`src/rtl/exec_ctrl_pkg.sv`:
```
// exec_ctrl_pkg: controller states, opcode/compare constants and step sequencing helpers
package exec_ctrl_pkg;

    typedef enum logic [3:0] {
        S_IDLE,
        S_FETCH,
        S_OPCAP,
        S_DISPATCH,
        S_ARGREQ,
        S_ARGCAP,
        S_POP,
        S_EXEC,
        S_WB,
        S_BRANCH,
        S_HALT
    } state_t;

    localparam logic [7:0] OP_NOP       = 8'h00;
    localparam logic [7:0] OP_ICONST_0  = 8'h03;
    localparam logic [7:0] OP_BIPUSH    = 8'h10;
    localparam logic [7:0] OP_SIPUSH    = 8'h11;
    localparam logic [7:0] OP_IADD      = 8'h60;
    localparam logic [7:0] OP_IFEQ      = 8'h99;
    localparam logic [7:0] OP_IF_ICMPEQ = 8'h9F;
    localparam logic [7:0] OP_IF_ACMPNE = 8'hA6;
    localparam logic [7:0] OP_GOTO      = 8'hA7;
    localparam logic [7:0] OP_IRETURN   = 8'hAC;
    localparam logic [7:0] OP_ARETURN   = 8'hB0;
    localparam logic [7:0] OP_RETURN    = 8'hB1;

    function automatic logic is_return(logic [7:0] op);
        return op inside {OP_IRETURN, OP_ARETURN, OP_RETURN};
    endfunction

    // First step with work left in the ARG -> POP -> EXEC -> WB -> BRANCH chain;
    // callers zero the steps already completed.
    function automatic state_t next_step(logic [1:0] argc, logic [1:0] pops, logic alu, logic wb, logic br);
        return argc != 2'd0 ? S_ARGREQ :
               pops != 2'd0 ? S_POP    :
               alu          ? S_EXEC   :
               wb           ? S_WB     :
               br           ? S_BRANCH : S_FETCH;
    endfunction

endpackage

```
`src/rtl/exec_ctrl_if.sv`:
```
// exec_ctrl_if: program memory, decoder, stack and ALU signals of the execution controller
//   master: controller side (drives pc, prog_en, opcode, arg, strobes)
//   slave : memory/decoder/stack/ALU side (drives prog_data, dec_*, alu_done, cmp_true)
interface exec_ctrl_if #(
    parameter int PC_W = 12
);
    logic [PC_W-1:0] pc;
    logic            prog_en;
    logic [7:0]      prog_data;
    logic [7:0]      opcode;
    logic [1:0]      dec_argc;
    logic [1:0]      dec_stackargs;
    logic            dec_stackwb;
    logic            dec_isaluop;
    logic            dec_iscmp;
    logic [15:0]     arg;
    logic            stk_pop;
    logic            stk_push;
    logic            alu_start;
    logic            alu_done;
    logic            cmp_true;

    modport master (
        output pc, prog_en, opcode, arg, stk_pop, stk_push, alu_start,
        input  prog_data, dec_argc, dec_stackargs, dec_stackwb, dec_isaluop, dec_iscmp, alu_done, cmp_true
    );

    modport slave (
        input  pc, prog_en, opcode, arg, stk_pop, stk_push, alu_start,
        output prog_data, dec_argc, dec_stackargs, dec_stackwb, dec_isaluop, dec_iscmp, alu_done, cmp_true
    );
endinterface

```
`src/rtl/exec_ctrl_arg.sv`:
```
// prog_arg_fetch: inline-argument byte counter and big-endian shift register
//   clr  : clear arg and load argc (dispatch)
//   cap  : shift prog_data into arg (one per argument byte)
//   last : the byte being captured is the final one
module prog_arg_fetch (
    input  logic        clk,
    input  logic        rst_n,
    input  logic        clr,
    input  logic [1:0]  argc,
    input  logic        cap,
    input  logic [7:0]  data,
    output logic [15:0] arg,
    output logic        last
);
    logic [1:0] rem;

    always_ff @(posedge clk or negedge rst_n) begin
        if (!rst_n) begin
            arg <= '0;
            rem <= '0;
        end else if (clr) begin
            arg <= '0;
            rem <= argc;
        end else if (cap) begin
            arg <= {arg[7:0], data};
            rem <= rem - 2'd1;
        end
    end

    assign last = rem == 2'd1;
endmodule

```
`src/rtl/exec_ctrl.sv`:
```
// exec_ctrl: bytecode execution controller sequencing fetch, args, pops, ALU, writeback and branch
//   clk, rst_n (async active-low), start (leave IDLE/HALT, fetch from 0)
//   bus    : exec_ctrl_if.master (program memory, decoder, stack, ALU, comparator)
//   busy   : not IDLE/HALT;  halted : in HALT
//   BRANCH_EN : when defined, compare/GOTO opcodes take branches in a BRANCH state
module exec_ctrl
    import exec_ctrl_pkg::*;
#(
    parameter int PC_W = 12
) (
    input  logic        clk,
    input  logic        rst_n,
    input  logic        start,
    exec_ctrl_if.master bus,
    output logic        busy,
    output logic        halted
);
    state_t          state, state_d;
    logic [PC_W-1:0] pc, pc_d, op_addr, op_addr_d;
    logic [7:0]      opcode, opcode_d;
    logic [1:0]      pops, pops_d;
    logic            alu_f, alu_d, wb_f, wb_d, br_f, br_d;
    logic            exec_wait, prog_en, arg_clr, arg_cap, arg_last;
    logic [15:0]     arg;

    prog_arg_fetch u_arg (
        .clk  (clk),
        .rst_n(rst_n),
        .clr  (arg_clr),
        .argc (bus.dec_argc),
        .cap  (arg_cap),
        .data (bus.prog_data),
        .arg  (arg),
        .last (arg_last)
    );

    always_ff @(posedge clk or negedge rst_n) begin
        if (!rst_n) begin
            state     <= S_IDLE;
            pc        <= '0;
            op_addr   <= '0;
            opcode    <= '0;
            pops      <= '0;
            alu_f     <= 1'b0;
            wb_f      <= 1'b0;
            br_f      <= 1'b0;
            exec_wait <= 1'b0;
        end else begin
            state     <= state_d;
            pc        <= pc_d;
            op_addr   <= op_addr_d;
            opcode    <= opcode_d;
            pops      <= pops_d;
            alu_f     <= alu_d;
            wb_f      <= wb_d;
            br_f      <= br_d;
            // EXEC is never re-entered directly, so this marks "not the entry cycle"
            exec_wait <= state == S_EXEC;
        end
    end

    always_comb begin
        state_d   = state;
        pc_d      = pc;
        op_addr_d = op_addr;
        opcode_d  = opcode;
        pops_d    = pops;
        alu_d     = alu_f;
        wb_d      = wb_f;
        br_d      = br_f;
        prog_en   = 1'b0;
        arg_clr   = 1'b0;
        arg_cap   = 1'b0;
        case (state)
            S_IDLE, S_HALT: begin
                state_d = start ? S_FETCH : state;
                pc_d    = start ? '0 : pc;
            end
            S_FETCH: begin
                prog_en   = 1'b1;
                op_addr_d = pc;
                state_d   = S_OPCAP;
            end
            S_OPCAP: begin
                opcode_d = bus.prog_data;
                pc_d     = pc + 1'b1;
                state_d  = S_DISPATCH;
            end
            S_DISPATCH: begin
                arg_clr = 1'b1;
                pops_d  = bus.dec_stackargs;
                alu_d   = bus.dec_isaluop;
                wb_d    = bus.dec_stackwb;
`ifdef BRANCH_EN
                br_d    = bus.dec_iscmp || opcode == OP_GOTO;
`else
                br_d    = 1'b0;
`endif
                state_d = is_return(opcode) ? S_HALT :
                          next_step(bus.dec_argc, bus.dec_stackargs, bus.dec_isaluop, bus.dec_stackwb, br_d);
            end
            S_ARGREQ: begin
                prog_en = 1'b1;
                state_d = S_ARGCAP;
            end
            S_ARGCAP: begin
                arg_cap = 1'b1;
                pc_d    = pc + 1'b1;
                state_d = arg_last ? next_step(2'd0, pops, alu_f, wb_f, br_f) : S_ARGREQ;
            end
            S_POP: begin
                pops_d  = pops - 2'd1;
                state_d = pops == 2'd1 ? next_step(2'd0, 2'd0, alu_f, wb_f, br_f) : S_POP;
            end
            S_EXEC:  state_d = bus.alu_done ? next_step(2'd0, 2'd0, 1'b0, wb_f, br_f) : S_EXEC;
            S_WB:    state_d = next_step(2'd0, 2'd0, 1'b0, 1'b0, br_f);
`ifdef BRANCH_EN
            S_BRANCH: begin
                // 32-bit sign extension then truncation gives the modulo-2^PC_W target
                pc_d    = (opcode == OP_GOTO || bus.cmp_true) ? op_addr + PC_W'(32'($signed(arg))) : pc;
                state_d = S_FETCH;
            end
`endif
            default: state_d = S_IDLE;
        endcase
    end

`ifndef BRANCH_EN
    logic unused_nobranch;
    assign unused_nobranch = bus.cmp_true ^ (^op_addr);
`endif

    assign bus.pc        = pc;
    assign bus.prog_en   = prog_en;
    assign bus.opcode    = opcode;
    assign bus.arg       = arg;
    assign bus.stk_pop   = state == S_POP;
    assign bus.stk_push  = state == S_WB;
    assign bus.alu_start = state == S_EXEC && !exec_wait;
    assign busy          = !(state inside {S_IDLE, S_HALT});
    assign halted        = state == S_HALT;
endmodule

```
`src/flat_wrapper.sv`:
```
// flat-port wrapper written by rule: the top's interface ports become plain ports
module exec_ctrl_flat import exec_ctrl_pkg::*;
#(
    parameter int PC_W = 12
)
  (clk, rst_n, start, busy, halted, bus_pc, bus_prog_en, bus_opcode, bus_arg, bus_stk_pop, bus_stk_push, bus_alu_start, bus_prog_data, bus_dec_argc, bus_dec_stackargs, bus_dec_stackwb, bus_dec_isaluop, bus_dec_iscmp, bus_alu_done, bus_cmp_true);
  exec_ctrl_if #(.PC_W(PC_W)) bus_i ();
  input  logic clk;
  input  logic rst_n;
  input  logic start;
  output logic busy;
  output logic halted;
  output wire logic [$bits(bus_i.pc)-1:0] bus_pc;
  output wire logic [$bits(bus_i.prog_en)-1:0] bus_prog_en;
  output wire logic [$bits(bus_i.opcode)-1:0] bus_opcode;
  output wire logic [$bits(bus_i.arg)-1:0] bus_arg;
  output wire logic [$bits(bus_i.stk_pop)-1:0] bus_stk_pop;
  output wire logic [$bits(bus_i.stk_push)-1:0] bus_stk_push;
  output wire logic [$bits(bus_i.alu_start)-1:0] bus_alu_start;
  input wire logic [$bits(bus_i.prog_data)-1:0] bus_prog_data;
  input wire logic [$bits(bus_i.dec_argc)-1:0] bus_dec_argc;
  input wire logic [$bits(bus_i.dec_stackargs)-1:0] bus_dec_stackargs;
  input wire logic [$bits(bus_i.dec_stackwb)-1:0] bus_dec_stackwb;
  input wire logic [$bits(bus_i.dec_isaluop)-1:0] bus_dec_isaluop;
  input wire logic [$bits(bus_i.dec_iscmp)-1:0] bus_dec_iscmp;
  input wire logic [$bits(bus_i.alu_done)-1:0] bus_alu_done;
  input wire logic [$bits(bus_i.cmp_true)-1:0] bus_cmp_true;
  assign bus_pc = bus_i.pc;
  assign bus_prog_en = bus_i.prog_en;
  assign bus_opcode = bus_i.opcode;
  assign bus_arg = bus_i.arg;
  assign bus_stk_pop = bus_i.stk_pop;
  assign bus_stk_push = bus_i.stk_push;
  assign bus_alu_start = bus_i.alu_start;
  assign bus_i.prog_data = bus_prog_data;
  assign bus_i.dec_argc = bus_dec_argc;
  assign bus_i.dec_stackargs = bus_dec_stackargs;
  assign bus_i.dec_stackwb = bus_dec_stackwb;
  assign bus_i.dec_isaluop = bus_dec_isaluop;
  assign bus_i.dec_iscmp = bus_dec_iscmp;
  assign bus_i.alu_done = bus_alu_done;
  assign bus_i.cmp_true = bus_cmp_true;
  exec_ctrl #(.PC_W(PC_W)) u_core (.clk(clk), .rst_n(rst_n), .start(start), .bus(bus_i), .busy(busy), .halted(halted));
endmodule
```
`config.mk`:
```
export PLATFORM = sky130hd
export DESIGN_NAME = exec_ctrl_flat
export DESIGN_NICKNAME = d
export VERILOG_FILES = /design/src/rtl/exec_ctrl_pkg.sv /design/src/rtl/exec_ctrl_if.sv /design/src/rtl/exec_ctrl_arg.sv /design/src/rtl/exec_ctrl.sv /design/src/flat_wrapper.sv
export SDC_FILE = /design/constraint.sdc
export NUM_CORES = 1
export LEC_CHECK = 0
export CAP_MARGIN = 20
export CORE_MARGIN = 5
export CORE_UTILIZATION = 48
export DETAILED_ROUTE_END_ITERATION = 8
export GPL_TIMING_DRIVEN = 0
export MAX_ROUTING_LAYER = met4
export PLACE_DENSITY_LB_ADDON = 0.12
export SLEW_MARGIN = 20
export SYNTH_ARGS = -nofsm -noshare
export SYNTH_HDL_FRONTEND = slang
export SYNTH_SLANG_ARGS = --single-unit
```
`constraint.sdc`:
```
create_clock -name clk -period 2 [get_ports clk]
set_input_delay 0.4 -clock clk [delete_from_list [all_inputs] [get_ports clk]]
set_output_delay 0.4 -clock clk [all_outputs]
set_load 0.01 [all_outputs]
```
# Word level (Yosys, flattened, before mapping)
# Index checks and enable logic that the tools add are counted.
[totals]
output_inout_bits = 42
register_bits = 47
wordCells = 66
inputBits = 20
[op_classes]
n_reduce_logical = 16
addsub = 3
n_eq_ne = 15
muxes = 23
[op_table]
columns = ["op", "n"]
rows = [
  ["two-way mux 4 bit", 12],
  ["case mux 4 bit (9 select lines)", 1],
  ["two-way mux 16 bit", 2],
  ["== test 8 bit, second input constant", 3],
  ["case mux 12 bit (2 select lines)", 1],
  ["== test 4 x 3 -> 1 bit, second input constant", 4],
  ["nonzero test 2 bit", 7],
  ["adder 12 x 1 -> 12 bit, second input constant", 1],
  ["two-way mux 12 bit", 1],
  ["== test 4 x 2 -> 1 bit, second input constant", 2],
  ["== test 4 bit, second input constant", 2],
  ["OR reduction 2 bit", 3],
  ["== test 2 x 1 -> 1 bit, second input constant", 2],
  ["== test 4 x 1 -> 1 bit, second input constant", 1],
  ["zero test 4 bit", 1],
  ["two-way mux 2 bit", 2],
  ["case mux 2 bit (2 select lines)", 1],
  ["subtractor 2 x 1 -> 2 bit, second input constant", 2],
  ["two-way mux 1 bit", 3],
  ["nonzero test 3 bit", 1],
  ["zero test 1 bit", 2],
  ["inequality test 2 bit, second input constant", 1],
  ["AND reduction 2 bit", 1],
  ["logical AND 1 bit", 1],
]

# Longest topological paths before layout
# Gate-level depths: netlist of run 1.
[logic_depth]
ltp_word = 6
ltp_mapped = 7
ltp_nobuf = 6

# By module
# A second synthesis of run 1 with hierarchy kept.
[unflattened]
cells_unflattened = 246
area_unflattened_um2 = 2565.0
[modules_own_cells]
columns = ["module", "seq_area_each_um2", "cells_each", "area_each_um2", "n_inst"]
rows = [
  ["exec_ctrl", 725.7, 184, 1803.0, 1],
  ["prog_arg_fetch", 450.4, 62, 762.0, 1],
]

# Worst setup path before layout of run 1
# OpenSTA, ideal clock, no wires.
[synth_timing]
path_type = "reg2reg"
startpoint = "register u_core.state[2]"
endpoint = "register u_core.pc[10], in the netlist u_core.bus.pc[10]"
t_required_ps = 1879
synth_period_minus_slack_ps = 1706
n_path_buf = 1
stages_incl_launch_ff = 7
t_arrival_ps = 1585
setup_slack_ps = 294
setup_time_ps = 121
cell_sequence = "dfrtp_1 buf_6 nor2_2 o21ai_0 nor2_1 o22ai_1 a22o_1"
[synth_between]
elab_chain_cells = 4
elab_cells_between_ends = 10
classes_between = "eq/ne (4); mux (1); reduce/logical (5)"
[synth_rtl]
columns = ["element", "line", "text"]
rows = [
  ["from (decl)", "exec_ctrl.sv:18", "state_t state, state_d;"],
  ["from (signal assigned)", "exec_ctrl.sv:49", "state <= state_d;"],
  ["== test 4 bit, or another cell as far along", "exec_ctrl.sv:74", "case (state)"],
  ["OR reduction 2 bit, on equally long branches", "--", ""],
  ["inequality test 2 bit (no line) or nonzero test 2 bit (tied branches)", "--", ""],
  ["AND reduction 2 bit (no line)", "--", ""],
  ["to (signal assigned)", "exec_ctrl.sv:50", "pc <= pc_d;"],
  ["to (decl)", "exec_ctrl.sv:19", "logic [PC_W-1:0] pc, pc_d, op_addr, op_addr_d;"],
]
# Parallel ways exist; a longest one is shown, timed or not.
# A chain may end at the register's enable or synchronous reset.

# Final worst setup path of run 1
[layout_timing]
startpoint = "input bus_dec_argc[1]"
endpoint = "register u_core.state[0]"
[layout_between]
elab_chain_cells = 4
[layout_rtl]
columns = ["element", "line", "text"]
rows = [
  ["from (decl)", "flat_wrapper.sv:21", "input wire logic [$bits(bus_i.dec_argc)-1:0] bus_dec_argc;"],
  ["nonzero test 2 bit", "exec_ctrl_pkg.sv:38", "return argc != 2'd0 ? S_ARGREQ :"],
  ["two-way mux 4 bit", "exec_ctrl_pkg.sv:38", ""],
  ["two-way mux 4 bit", "exec_ctrl.sv:99", "state_d = is_return(opcode) ? S_HALT :"],
  ["case mux 4 bit (9 select lines)", "exec_ctrl.sv:74", ""],
]
# Every way passes these cells.

==> run metrics, run 1 <==
outcome=complete, no violations; CP Buf/Inv Count=1; Leakage=0.00137 µW; routed vias=2008; Final ANT Viol Nets=0; number of remaining DRC errors=0; CP Max Fanout=3; most common cell after layout, fill and taps aside=clkdlybuf4s50_1; Post-DP Area=a little over 3000 µm²; Synth cell types=46; Seq/Total Area, Yosys=49.7%; largest family of logic cells by synthesized area=compound AO/OA/AOI/OAI gates; flops & latches, synth=47; max-slew violation count=0; Post-Layout Cell Count=369; multi-input combinational cell area=about 1100 µm²; Fin. Hold Viols=0; vias per inst=between 5 and 6; r2r setup slk=~120 ps; H-tree lvl count=2; global-route wire length before repair=9320 µm; # placed instances=357; Worst EP required=2210 ps; synthesized net count=approximately 250; CP max-delay cell=or4_1; CP max stage delay=560 ps; initial antenna violation count=0; drt initial violations=186; CP Class=in2reg; final worst path period share=roughly 97%; Net count, final=325; vias in the first global route=1907; Avg Inst Size Synth=10.3 µm²; FF+latch area=1180 µm²; share of cells above drive strength 1=13.9%; Max Fclk=between 0.5 and 0.6 GHz; # port buffers=59; CP Launch Type=input port; Die Area=~6400 µm²; average wire per standard cell=15.4 µm; normalized max-slew margin=67.2%; TritonCTS buffer count=5; drt total wl=about 5700 µm; HP Class=in2async; synthesized area=2370 µm²; diode count=0; crit-path leading delay family=simple AND/OR/NAND/NOR gates; post-synthesis simple-gate area fraction=18.5%; CTS tree=built; GR Overflow Total=0; io pins=a little over 60; final setup fails=0; Mapped Cells=230; Synth Area in Compound Gates=20.0%; Post-Synth XOR/XNOR Area=1.85%; Max Root-Sink Buffers=2; Critical R2R Capture=u_core.bus.pc[11]$_DFFE_PN0P_; Root Driver=clkbuf_8; CP cell instances=clkdlybuf4s50_1, or4_1, a2111oi_1, nor3_1, a21oi_1; CP endpoint kind=flip-flop; Ys Warns=0; Syn-to-layout area delta=36.2%; effective utilization at floorplan=between 40% and 50%; core area=around 4800 µm²; # Max-Cap Violations=0; Sink Count=47; CP arrival=2160 ps; row count=25; fin area=3220 µm²; PwrDens=1450 nW/µm²; Synth area leader=dfrtp_1; Period minus WS final=1950 ps; DIE HEIGHT=roughly 80 µm; VDD IR max=1.01 mV; Synth area leaders=dfrtp_1 50%, nand2_1 4.6%, mux2_2 3.8%; clk_skew=8.13 ps; post-synthesis mux area share=3.81%; detailed placement HPWL=approximately 4100 µm; Worst R2R Start=u_core.state[0]$_DFFE_PN0P_; Post-Synth Adder-Cell Area=2.11%; fillcell total=403; Die X-Extent=between 80 and 90 µm; largest net degree at the start of global routing=33; CTS clk-pin slew, worst paths=approximately 90 ps; Synth top area share=49.7%; most frequent cells in the layout=52 x clkdlybuf4s50_1, 46 x dfrtp_1, 29 x nand2_1; gp weighted congestion=0.823; Worst Reg-to-Reg Cells=6; TritonRoute pass-1 iters=4; Tightest Pin Transition=a little under 500 ps; Skew-Pair Late Insertion Delay=around 300 ps; WHS=15.4 ps; GRT Util Overall=19.2%
==> per-stage QoR <==
| stage | setup WS (ps) | TNS, ps | power [µW] | util [%] |
|---|---|---|---|---|
| after floorplan | 294 | 0 | 2910 | - |
| after global routing | -20.9 | -20.9 | 5030 | 67.8 |
| after detailed placement | -240 | -313 | 3910 | 64.3 |
| after global placement | -830 | -39200 | 3870 | 64.0 |
| after CTS | 13.6 | 0 | 4640 | 66.8 |
| final | 52.0 | 0 | 4690 | 67.8 |
==> state kept, by name (all words and copies together), names as in the netlist <==
| register | flops |
|---|---|
| u_core.pops | 2 |
| u_core.bus.pc | 12 |
| u_core.bus.opcode | 8 |
| u_core.u_arg.arg | 16 |
| u_core.exec_wait | 1 |
| u_core.alu_f | 1 |
| u_core.state | 4 |
| u_core.wb_f | 1 |
| u_core.u_arg.rem | 2 |
==> Yosys cell counts, drive strengths merged <==
cell type and n:
clkbuf 1, a211oi 4, mux2 8, a22oi 1, and3 3, buf 7, or4 1, a21boi 1
a21oi 17, a2111oi 2, nand3 8, dfrtp 47, a221o 2, nor2b 3, nand2b 3, a32o 3
o21ai 8, nor3 7, nand4 1, xnor2 5, a31oi 3, o31ai 3, or3 1, nand2 29
nor2 18, nor3b 2, and2 4, a311oi 1, o21a 1, o211ai 2, o22ai 3, or2 1
nor4b 1, a311o 1, a22o 10, ha 4, and4bb 1, inv 11, nor4bb 2
==> routing by layer <==
layer	global-route usage, %	vias up	wire length, µm
met5	-	-	0
met2	28.7	56	2600
met4	4.05	0	21
met3	5.27	2	343
met1	26.3	970	2720
li1	-	980	-
==> cells by family after synthesis <==
family / Yosys count
adder cells (fa/ha/maj): 4
flip-flops: 47
buffers and inverters: 19
XOR/XNOR: 5
AND/OR/NAND/NOR: 85
multiplexers: 8
AO/OA/AOI/OAI: 62
==> worst reg2reg max path: cells and delay by family, from the launching register on <==
family                 cells  cell delay [ps]
buffers and inverters      2              380
AO/OA/AOI/OAI              1              270
flip-flops                 1              450
AND/OR/NAND/NOR            3              670
==> repair_timing <==
action / 4_1_cts / 5_1_grt
hold buffers: 0 / 0
buffers inserted: 0 / 4
endpoints found under the setup margin: 6 / 6
resized for setup: 11 / 6
pin swaps: 0 / 1
==> worst max path at each step <==
stage	start	endpoint	slack [ps]	cells past startpoint
2_1_floorplan	u_core.state[2]$_DFFE_PN0P_	u_core.bus.pc[10]$_DFFE_PN0P_	290	6
3_3_place_gp	rst_n	u_core.bus.opcode[6]$_DFFE_PN0P_	-830	1
3_5_place_dp	bus_dec_argc[1]	u_core.state[0]$_DFFE_PN0P_	-240	5
4_1_cts	u_core.state[2]$_DFFE_PN0P_	busy	10	4
5_1_grt	u_core.state[0]$_DFFE_PN0P_	bus_prog_en	-20	4
6_report	bus_dec_argc[1]	u_core.state[0]$_DFFE_PN0P_	50	5
==> area by class of cell <==
| class | instances | share of cell area, % |
|---|---|---|
| buffer | 8 | 1.79 |
| clock buffer | 6 | 2.56 |
| multi-input combinational | 164 | 34.7 |
| timing repair buffer | 64 | 19.5 |
| tap | 67 | 2.60 |
| inverter | 11 | 1.28 |
| clock inverter | 2 | 1.09 |
| sequential | 47 | 36.5 |
==> report_power, final <==
| group | internal (µW) | switching, µW |
|---|---|---|
| Sequential | 1310 | 276 |
| Combinational | 1210 | 1190 |
| Clock | 404 | 306 |
Power figures use the tool's default switching activity.
==> run 2: changes to the inputs <==
--- a/config.mk
+++ b/config.mk
@@ -10,6 +10,7 @@
 export CORE_UTILIZATION = 48
 export DETAILED_ROUTE_END_ITERATION = 8
 export GPL_TIMING_DRIVEN = 0
+export HOLD_SLACK_MARGIN = 0.05
 export MAX_ROUTING_LAYER = met4
 export PLACE_DENSITY_LB_ADDON = 0.12
 export SLEW_MARGIN = 20
==> run 2 against run 1 <==
Compared with the run above:
- setup slack got worse by 22 ps
- die area unchanged
- fmax decreased by 1.1%
- critical path depth unchanged
- register-to-register slack about the same
- count of clock-buffer cells in the layout unchanged
- sequential power about the same
- utilization increased by 0.21 points
- critical path type unchanged
- critical endpoint unchanged
- largest cell class unchanged
==> run metrics, run 2 (synthesized netlist as in run 1, its figures left out) <==
gp weighted congestion=0.823 (unchanged); core area=4750 µm² (unchanged); Worst EP required=2210 ps (about the same); Period minus WS final=1970 ps (+21.7 ps); routed vias=2031 (+1.1%); Root Driver=clkbuf_8; Largest Register=u_core.u_arg.arg; io pins=62 (unchanged); max reg flops=16 (unchanged); PwrDens=1450 nW/µm² (-0.28%); most common cell after layout, fill and taps aside=clkdlybuf4s50_1; final setup fails=0 (unchanged); HP Class=reg2reg; CP arrival=2180 ps (+20 ps); DR top layer=met4; row count=25 (unchanged); largest net degree at the start of global routing=33 (unchanged); Final ANT Viol Nets=0 (unchanged); global-route wire length before repair=9320 µm (unchanged); VDD IR max=1.01 mV (+0.17%); post-layout util=68.0% (+0.21 points); # port buffers=59 (unchanged); GR Overflow Total=0 (unchanged); Skew-Pair Late Insertion Delay=300 ps (about the same); vias in the first global route=1907 (unchanged); Leakage=0.00138 µW (+0.30%); CTS clk-pin slew, worst paths=80 ps (about the same); initial antenna violation count=0 (unchanged); Largest regs=u_core.u_arg.arg (16), u_core.bus.pc (12), u_core.bus.opcode (8); most frequent cells in the layout=52 x clkdlybuf4s50_1, 46 x dfrtp_1, 29 x nand2_1; H-tree lvl count=2 (unchanged); fillcell total=402 (-0.25%); GRT Util Overall=19.2% (unchanged); Die Area=6440 µm² (unchanged); max-slew violation count=0 (unchanged); share of cells above drive strength 1=13.9% (-0.046 points); number of remaining DRC errors=0 (unchanged); drt total wl=5680 µm (about the same); Syn-to-layout area delta=36.6%; CP Class=in2reg; drt initial violations=170 (-8.6%); detailed placement HPWL=4150 µm (unchanged); CP Launch Type=input port; Sink Count=47 (unchanged); Max Fclk=0.508 GHz (-1.1%); Power, Total=4690 µW (about the same); TritonCTS buffer count=5 (unchanged); WL met2=2600 µm (+0.12%); average wire per standard cell=15.4 µm (-0.31%); Fin. Hold Viols=0 (unchanged); TritonRoute pass-1 iters=4 (unchanged); Net count, final=326 (+0.31%); normalized max-slew margin=66.3% (-0.84 points); # Max-Cap Violations=0 (unchanged); CTS tree=built; Die X-Extent=80.2 µm (unchanged); CP endpoint kind=flip-flop; clk_skew=7.47 ps (-0.663 ps); CP Max Fanout=3 (unchanged); diode count=0 (unchanged); Tightest Pin Transition=504 ps (+11.3 ps); outcome=complete, no violations; DRT met1 WL=2700 µm (-0.81%); DIE HEIGHT=80.2 µm (unchanged); final worst path period share=98.5% (+1.1 points); WL met3=360 µm (+5.0%); effective utilization at floorplan=49.8% (unchanged); Max Root-Sink Buffers=2 (unchanged); vias per inst=5.49 (+0.87%)
[run 2: cell types whose count changed in the layout (fill, tap and decap cells not counted)]
cell,delta
dlygate4sd3_1,+1
[run 2: worst paths after layout]
check	start	to	slack, ps	depth (start not counted)
worst max-delay path	bus_dec_argc[1]	u_core.state[0]$_DFFE_PN0P_	30	5
worst min-delay path	u_core.u_arg.arg[15]$_DFFE_PN0P_	u_core.u_arg.arg[15]$_DFFE_PN0P_	510	1
worst max register to register	u_core.state[0]$_DFFE_PN0P_	u_core.bus.pc[11]$_DFFE_PN0P_	130	6
worst min register to register	u_core.u_arg.arg[15]$_DFFE_PN0P_	u_core.u_arg.arg[15]$_DFFE_PN0P_	510	1
max in group asynchronous	rst_n	u_core.bus.opcode[2]$_DFFE_PN0P_	950	3
min in group asynchronous	rst_n	u_core.bus.pc[8]$_DFFE_PN0P_	550	2
[run 2: cell type report]
| cell class | count | area, µm² | share of cell area [%] |
|---|---|---|---|
| repair buffers | 65 | 639 | 19.8 |
| flip-flops and latches | 47 | 1180 | 36.4 |
| plain buffers | 8 | 57.6 | 1.78 |
| multi-input cells | 164 | 1120 | 34.5 |
| clock buffers | 6 | 82.6 | 2.55 |
| well taps | 67 | 83.8 | 2.59 |
| clock inverters | 2 | 35.0 | 1.08 |
| inverters | 11 | 41.3 | 1.28 |
[run 2: power by group]
part	switching [µW]	internal, µW	total, µW
Clock	305	404	710
Combinational	1190	1210	2390
Sequential	276	1310	1590
Total	1770	2920	4690
[run 2: what timing repair did]
| item | in CTS | in global routing |
|---|---|---|
| endpoints found under the hold margin | 15 | 0 |
| pin swaps | 0 | 1 |
| buffers inserted | 0 | 4 |
| resized for setup | 11 | 6 |
| setup endpoints to repair | 6 | 6 |
| cloned | 0 | 0 |
| hold buffers | 1 | 0 |
[run 2: through the flow]
stage                     setup TNS (ps)  area (µm²)  instances  hold slack [ps]  worst slack [ps]
after floorplan                        0        2370        230              104               294
after global placement            -39200        3040        356              487              -830
after detailed placement            -313        3060        357              351              -240
after CTS                              0        3190        366              519              13.6
after global routing               -20.9        3230        370              531             -20.9
final                                  0        3230        370              510              30.3
[run 2: worst max-delay path, cell delays in order]
cell and delay, ps:
clkdlybuf4s50_1 450, or4_1 570, a2111oi_1 490, nor3_1 90, a21oi_1 180
[run 2: layer usage]
layer	vias up	track usage (%)
met2	60	28.7
met4	0	4.05
li1	982	-
met1	987	26.3
met5	-	-
met3	2	5.16
